## src/rtl/thirty_two_bit_multiplier_sequencer_pkg.sv

```systemverilog
// Shared types and widths for the 32x32 multiplier sequencer.
// The 64-bit product is built from four 16x16 partial products.
package thirty_two_bit_multiplier_sequencer_pkg;

   localparam int HALF_W = 16;
   localparam int OP_W   = 2 * HALF_W;
   localparam int PROD_W = 64;

   typedef enum logic [2:0] {
      IDLE = 3'd0,
      MUL0 = 3'd1,
      MUL1 = 3'd2,
      MUL2 = 3'd3,
      MUL3 = 3'd4,
      DONE = 3'd5
   } state_t;

endpackage

```

## src/rtl/thirty_two_bit_multiplier_sequencer_mult16.sv

```systemverilog
// Combinational 16x16 unsigned multiplier in vedic (urdhva-tiryagbhyam) form.
// It combines four 8x8 products, and the two cross terms share one adder.
module sixteen_bit_vedic_multiplier
   import thirty_two_bit_multiplier_sequencer_pkg::*;
(
   input  logic [HALF_W-1:0]   a,
   input  logic [HALF_W-1:0]   b,
   output logic [2*HALF_W-1:0] p
);

   localparam int Q = HALF_W / 2;

   logic [HALF_W-1:0] q0;
   logic [HALF_W-1:0] q1;
   logic [HALF_W-1:0] q2;
   logic [HALF_W-1:0] q3;
   logic [HALF_W:0]   mid;

   assign q0 = {{Q{1'b0}}, a[Q-1:0]}      * {{Q{1'b0}}, b[Q-1:0]};
   assign q1 = {{Q{1'b0}}, a[HALF_W-1:Q]} * {{Q{1'b0}}, b[Q-1:0]};
   assign q2 = {{Q{1'b0}}, a[Q-1:0]}      * {{Q{1'b0}}, b[HALF_W-1:Q]};
   assign q3 = {{Q{1'b0}}, a[HALF_W-1:Q]} * {{Q{1'b0}}, b[HALF_W-1:Q]};

   // The cross terms land Q bits up, over the concatenated outer terms.
   assign mid = {1'b0, q1} + {1'b0, q2};
   assign p   = {q3, q0} + {{(Q-1){1'b0}}, mid, {Q{1'b0}}};

endmodule

```

## src/rtl/thirty_two_bit_multiplier_sequencer.sv

```systemverilog
// 32x32 unsigned multiplier that runs four partial products through one
// shared 16x16 multiplier. Approx mode skips the low x low term.
module thirty_two_bit_multiplier_sequencer
   import thirty_two_bit_multiplier_sequencer_pkg::*;
#(
   parameter int APPROX_SUPPORT = 1
)(
   input  logic              clk,
   input  logic              rst_n,
   input  logic              in_valid,
   output logic              in_ready,
   input  logic [OP_W-1:0]   in1,
   input  logic [OP_W-1:0]   in2,
   input  logic              approx_en,
   output logic              out_valid,
   input  logic              out_ready,
   output logic [PROD_W-1:0] out,
   output logic              busy
);

   state_t               state;
   logic [OP_W-1:0]      a_reg;
   logic [OP_W-1:0]      b_reg;
   logic                 approx_reg;
   logic [PROD_W-1:0]    acc;
   logic                 approx_eff;
   logic [HALF_W-1:0]    mul_a;
   logic [HALF_W-1:0]    mul_b;
   logic [2*HALF_W-1:0]  mul_p;
   logic [PROD_W-1:0]    addend;

   assign approx_eff = approx_en && (APPROX_SUPPORT != 0);
   assign out        = acc;

   sixteen_bit_vedic_multiplier u_mult16 (
      .a (mul_a),
      .b (mul_b),
      .p (mul_p)
   );

   // State selects the operand halves and the weight of the partial product.
   always_comb begin
      mul_a  = a_reg[HALF_W-1:0];
      mul_b  = b_reg[HALF_W-1:0];
      addend = {{(PROD_W-2*HALF_W){1'b0}}, mul_p};
      case (state)
         MUL0: begin
            if (approx_reg) addend = '0;
         end
         MUL1: begin
            mul_a  = a_reg[OP_W-1:HALF_W];
            addend = {{HALF_W{1'b0}}, mul_p, {HALF_W{1'b0}}};
         end
         MUL2: begin
            mul_b  = b_reg[OP_W-1:HALF_W];
            addend = {{HALF_W{1'b0}}, mul_p, {HALF_W{1'b0}}};
         end
         MUL3: begin
            mul_a  = a_reg[OP_W-1:HALF_W];
            mul_b  = b_reg[OP_W-1:HALF_W];
            addend = {mul_p, {(2*HALF_W){1'b0}}};
         end
         default: ;
      endcase
   end

   always_ff @(posedge clk or negedge rst_n) begin
      if (!rst_n) begin
         state      <= IDLE;
         a_reg      <= '0;
         b_reg      <= '0;
         approx_reg <= 1'b0;
         acc        <= '0;
         out_valid  <= 1'b0;
         in_ready   <= 1'b0;
         busy       <= 1'b0;
      end else begin
         case (state)
            IDLE: begin
               if (in_valid && in_ready) begin
                  a_reg      <= in1;
                  b_reg      <= in2;
                  approx_reg <= approx_eff;
                  acc        <= '0;
                  in_ready   <= 1'b0;
                  busy       <= 1'b1;
                  state      <= approx_eff ? MUL1 : MUL0;
               end else begin
                  in_ready <= 1'b1;
               end
            end
            MUL0: begin
               acc   <= acc + addend;
               state <= MUL1;
            end
            MUL1: begin
               acc   <= acc + addend;
               state <= MUL2;
            end
            MUL2: begin
               acc   <= acc + addend;
               state <= MUL3;
            end
            MUL3: begin
               acc       <= acc + addend;
               out_valid <= 1'b1;
               state     <= DONE;
            end
            // acc is left untouched so out keeps the product until the next accept.
            DONE: begin
               if (out_ready) begin
                  out_valid <= 1'b0;
                  busy      <= 1'b0;
                  in_ready  <= 1'b1;
                  state     <= IDLE;
               end
            end
            default: begin
               out_valid <= 1'b0;
               busy      <= 1'b0;
               in_ready  <= 1'b0;
               state     <= IDLE;
            end
         endcase
      end
   end

endmodule

```

## config.mk

```make
export PLATFORM = sky130hd
export DESIGN_NAME = thirty_two_bit_multiplier_sequencer
export DESIGN_NICKNAME = d
export VERILOG_FILES = /design/src/rtl/thirty_two_bit_multiplier_sequencer_pkg.sv /design/src/rtl/thirty_two_bit_multiplier_sequencer_mult16.sv /design/src/rtl/thirty_two_bit_multiplier_sequencer.sv
export SDC_FILE = /design/constraint.sdc
export NUM_CORES = 1
export LEC_CHECK = 0
export ABC_CLOCK_PERIOD_IN_PS = 16900
export CORE_ASPECT_RATIO = 1.25
export CORE_MARGIN = 2
export CORE_UTILIZATION = 35
export DETAILED_ROUTE_END_ITERATION = 6
export REMOVE_ABC_BUFFERS = 1
export SLEW_MARGIN = 20
export SYNTH_ARGS = -nofsm -noshare
export SYNTH_HDL_FRONTEND = slang
export SYNTH_SLANG_ARGS = --single-unit
```

## constraint.sdc

```tcl
create_clock -name clk -period 16.9 [get_ports clk]
set_input_delay 2.535 -clock clk [delete_from_list [all_inputs] [get_ports clk]]
set_output_delay 2.535 -clock clk [all_outputs]
set_load 0.05 [all_outputs]
```

==> qor.txt, run 1 <==
Crit path top cell by count = fa_1
average footprint of a synthesized cell = 8.655 µm²
HP Class = flip-flop to flip-flop
Cells after Synth = 2187
Post-Place Worst Slack = 3810 ps
Nets = 2751
register area share after synthesis = 17.85%
n_diodes = 0
top post-synthesis cells by area = fa_1 (18%), dfrtp_1 (18%), ha_1 (14%), inv_1 (5.6%), mux2_2 (5.6%)
gr usage total = 20.90%
vias in the first global route = 16020
die footprint = 55970 µm²
Area Growth Syn to Fin = 14.91%
Slew Viols, Final = 0
setup_tns = 0 ps
Buf/Inv on CP = 5
Arr. time, crit path = 13640 ps
H-tree Lvls = 4
Routed WL = 57.82 mm
hold-fix buffers at CTS = 0
Worst-Skew Late Latency = 470 ps
floorplan row count = 95
router iterations before antenna repair = 5
Root Buffer Master = clkbuf_16
share of async-settable or async-resettable flops after synthesis = 100.0%
Residual DRC = 0
status = complete, no violations
CTS tree = done
Slew @ Worst Pin = 1161 ps
Top Ports = 136
RSZ-0062 raised after global routing = false
share of layout cells above drive strength 1 = 8.373%
GP Congestion = 0.9329
Top Family by Delay on Critical Path = adder cells
most frequent cells in the layout = inv_1 (283), nor2_1 (230), nand2_1 (229), ha_1 (219), fa_1 (171)
mapped cell area = 18930 µm²
Critical Path Source Type = flip-flop
Post-DRT Antenna Nets = 0
Vias = 16140
DPL Wire Length = 47.32 mm
port bufs = 135
Rel. slew slack = 21.65%
Sink Count = 135
total grt overflow = 0
most common cell after layout, fill and taps aside = inv_1
Post-CTS Setup Bufs = 0
Yosys reg bits = 135
Crit. End Element = flip-flop
final worst path period need = 13290 ps
Post-synth EDFFs = 0
area of the core = 53610 µm²
Initial DRC Count = 1079
Final Cycle Share = 78.64%
Peak Freq = 75.24 MHz
number of CTS-inserted buffers = 17
max reg flops = 64
required time worst endpoint = 17250 ps
worst hold margin = 509.1 ps
Critical Path Start = state[2]
HP Start = b_reg[25]
Worst-path clk slew = 60 ps
Yosys cell types = 84
critical setup path kind = flip-flop to flip-flop
cell taking the most area after synthesis = fa_1
wire length per cell = 19.07 µm
final hold vios = 0
Crit Path Max Fanout = 30
Critical Path Slowest Stage Cell = mux2i_1
post-DR vias/cell = 5.322
CP peak stage delay = 880 ps
maxcap violations = 0
CTS max path bufs = 2
largest net degree at the start of global routing = 74
Yosys Warn Count = 0
die width = 212 µm
starting density of the core = 35.31%
post-CTS sizing = 0
first-pass GRT wire length = 89.90 mm
initial antenna violation count = 0
chip height = 264 µm
worst r2r src = state[2]
Synth top area share = 18.09%
dominant synthesized flop cell = dfrtp_1
skew final = 11.24 ps
Final Worst Setup Slack = 3610 ps
Setup-failing EPs final = 0
[final cells by class]
class,count,area (µm²)
Clock buffer,19,442.9
Clock inverter,13,216.5
Fill cell,5362,31860
Inverter,283,1062
Multi-Input combinational cell,1692,14180
Sequential cell,135,3378
Tap cell,727,909.6
Timing Repair Buffer,163,1563
[layer usage]
metal  global-route usage, %  share of wire (%)
met5                       0                  0
met4                   7.061                3.1
met3                   2.366                3.7
met2                   37.36                 51
met1                   25.91                 42
[path summary, 6_finish.rpt]
| path | to | slack, ps | cells after the start |
|---|---|---|---|
| max | out[63] | 3610 | 45 |
| min | b_reg[25] | 510 | 1 |
| max reg2reg | out[63] | 3610 | 45 |
| min reg2reg | b_reg[25] | 510 | 1 |
| max in group asynchronous | out[0] | 13410 | 2 |
| min in group asynchronous | a_reg[16] | 2030 | 1 |
[per-stage QoR]
| stage | std cells | area, µm² | util, % |
|---|---|---|---|
| finish | 3032 | 21750 | 40.57 |
| global route | 3032 | 21750 | 40.57 |
| CTS | 3032 | 21750 | 40.57 |
| detailed placement | 3000 | 21090 | 39.34 |
| global placement | 3000 | 21080 | 39.32 |
| floorplan | 2110 | 18560 | - |
[cells in the mapped netlist, drive strengths merged, types with 3 or more instances]
cell type and count:
o41ai 3, o21ai 111, o31a 3, o21bai 22, and2 18, xor2 41, o211ai 6, clkbuf 56
a221oi 5, nor2 230, nor3 28, a211o 4, nand2 230, dfrtp 135, nand2b 22, o21a 16
o31ai 9, a211oi 11, a21o 45, nand4 31, nor4 4, a21oi 117, o22ai 22, mux2 95
inv 283, o221a 3, mux2i 33, xnor2 71, or2 10, nor2b 10, buf 20, a21boi 4
or3 8, o2111ai 4, a31oi 10, nand3 15, ha 219, fa 171, and3 12, a22o 19
o211a 3, or4 4
[cells by family after synthesis]
group	share of synthesized area (%)
compound gates	14.87
xor+xnor	5.222
fa+ha+maj	32.56
buf+inv	7.549
flops	17.85
mux	7.397
simple gates	14.55
Power of run 1 is not shown: default switching activity piles up to over one toggle a cycle in this logic, so the estimate is an artifact.
==> inputs of run 2 (changes only) <==
Settings changed: ABC_CLOCK_PERIOD_IN_PS 16900 to 13800.
Clock period 16.9 ns to 13.8 ns, I/O delays scaled along.
==> qor.txt, run 2 (synthesis gave the netlist of run 1 again) <==
wl on met1 = 24.83 mm
required time worst endpoint = 14160 ps
Top Layer Used = met5
CTS tree = done
most common cell after layout, fill and taps aside = inv_1
RSZ-0062 raised after global routing = false
initial antenna violation count = 1
hold depth = 1
Root Buffer Master = clkbuf_16
Post-Place Worst Slack = 897.5 ps
n_diodes = 0
Residual DRC = 0
Area Growth Syn to Fin = 15.05%
vias in the first global route = 16170
Met3 Wirelength = 2.593 mm
Sink Count = 135
share of layout cells above drive strength 1 = 8.776%
largest net degree at the start of global routing = 75
GP Congestion = 0.9879
area of the core = 53610 µm²
DPL Wire Length = 48.50 mm
Critical Path Source Type = flip-flop
# fillers = 5422
Vias = 16140
Critical Path Slowest Stage Cell = mux2i_1
final hold vios = 0
Routed WL = 59.47 mm
router iterations before antenna repair = 7
Post-CTS Setup Bufs = 0
final core utilization = 40.62%
number of CTS-inserted buffers = 17
Initial DRC Count = 908
Top Ports = 136
Worst Reg-to-Reg Cells = 46
gr usage total = 21.78%
Worst-Skew Late Latency = 490 ps
Setup-failing EPs final = 0
max reg flops = 64
met2 WL = 30.33 mm
Rel. slew slack = 22.26%
final worst path period need = 13020 ps
Nets = 2760
Worst-path clk slew = 60 ps
skew final = 14.76 ps
post-CTS sizing = 0
Final Cycle Share = 94.37%
Crit. End Element = flip-flop
chip height = 264 µm
Post-DRT Antenna Nets = 0
worst hold margin = 505.9 ps
HP Class = flip-flop to flip-flop
maxcap violations = 0
post-DR vias/cell = 5.308
die width = 212 µm
total grt overflow = 0
status = complete, no violations
Crit path top cell by count = fa_1
Final Worst Setup Slack = 776.8 ps
starting density of the core = 35.31%
hold-fix buffers at CTS = 0
CTS max path bufs = 2
Crit Path Max Fanout = 23
setup_tns = 0 ps
Arr. time, crit path = 13380 ps
Slew @ Worst Pin = 1160 ps
die footprint = 55970 µm²
most frequent cells in the layout = inv_1 (283), nor2_1 (230), nand2_1 (229), ha_1 (219), fa_1 (171)
first-pass GRT wire length = 92.73 mm
port bufs = 135
Peak Freq = 76.79 MHz
critical setup path kind = flip-flop to flip-flop
Slew Viols, Final = 0
CP peak stage delay = 900 ps
wire length per cell = 19.56 µm
floorplan row count = 95
H-tree Lvls = 4
[run 2: cell count changes in the layout (fill, tap and decap cells not counted), sizes merged]
cell	delta
clkinv	+2
buf	+9
bufinv	-3
inv	-3
clkinvlp	+1
clkbuf	+2
[run 2: final timing paths]
| path | startpoint | slack [ps] | to |
|---|---|---|---|
| max in group asynchronous | rst_n | 11070 | in_ready |
| min in group asynchronous | rst_n | 1540 | a_reg[0] |
| worst min register to register | b_reg[24] | 510 | b_reg[24] |
| worst min-delay path | b_reg[24] | 510 | b_reg[24] |
| worst max register to register | state[2] | 780 | out[63] |
| worst max-delay path | state[2] | 780 | out[63] |
[run 2: routing by layer]
layer / global-route usage (%) / vias to the layer above
met5: 0 / -
met4: 7.651 / 2
met3: 3.019 / 70
met2: 38.10 / 411
met1: 27.23 / 8067
li1: - / 7585
[run 2: layout make-up]
class | instances | area [µm²] | area share (%)
Multi-Input combinational cell | 1692 | 14170 | 65.09
Sequential cell | 135 | 3378 | 15.51
Timing Repair Buffer | 172 | 1663 | 7.636
Inverter | 283 | 1062 | 4.878
Tap cell | 727 | 909.6 | 4.177
Clock buffer | 21 | 470.5 | 2.160
Clock inverter | 10 | 118.9 | 0.5459
[run 2: stage by stage]
stage | std cells | instance area, µm²
2_1_floorplan | 2110 | 18560
3_3_place_gp | 3008 | 21150
3_5_place_dp | 3008 | 21160
4_1_cts | 3039 | 21750
5_1_grt | 3040 | 21780
6_report | 3040 | 21780
[run 2: critical path, delay by kind of cell, from the launching register on]
family                     cells  cell delay, ps
AOI/OAI and AO/OA             16            3230
xor gates and xnor gates       2             500
adders and majority gates      9            3840
buffers and inverters          6             670
DFF                            1             690
muxes                          2            1240
and+or+nand+nor               11            2670
Power of run 2 is left out for the same reason.
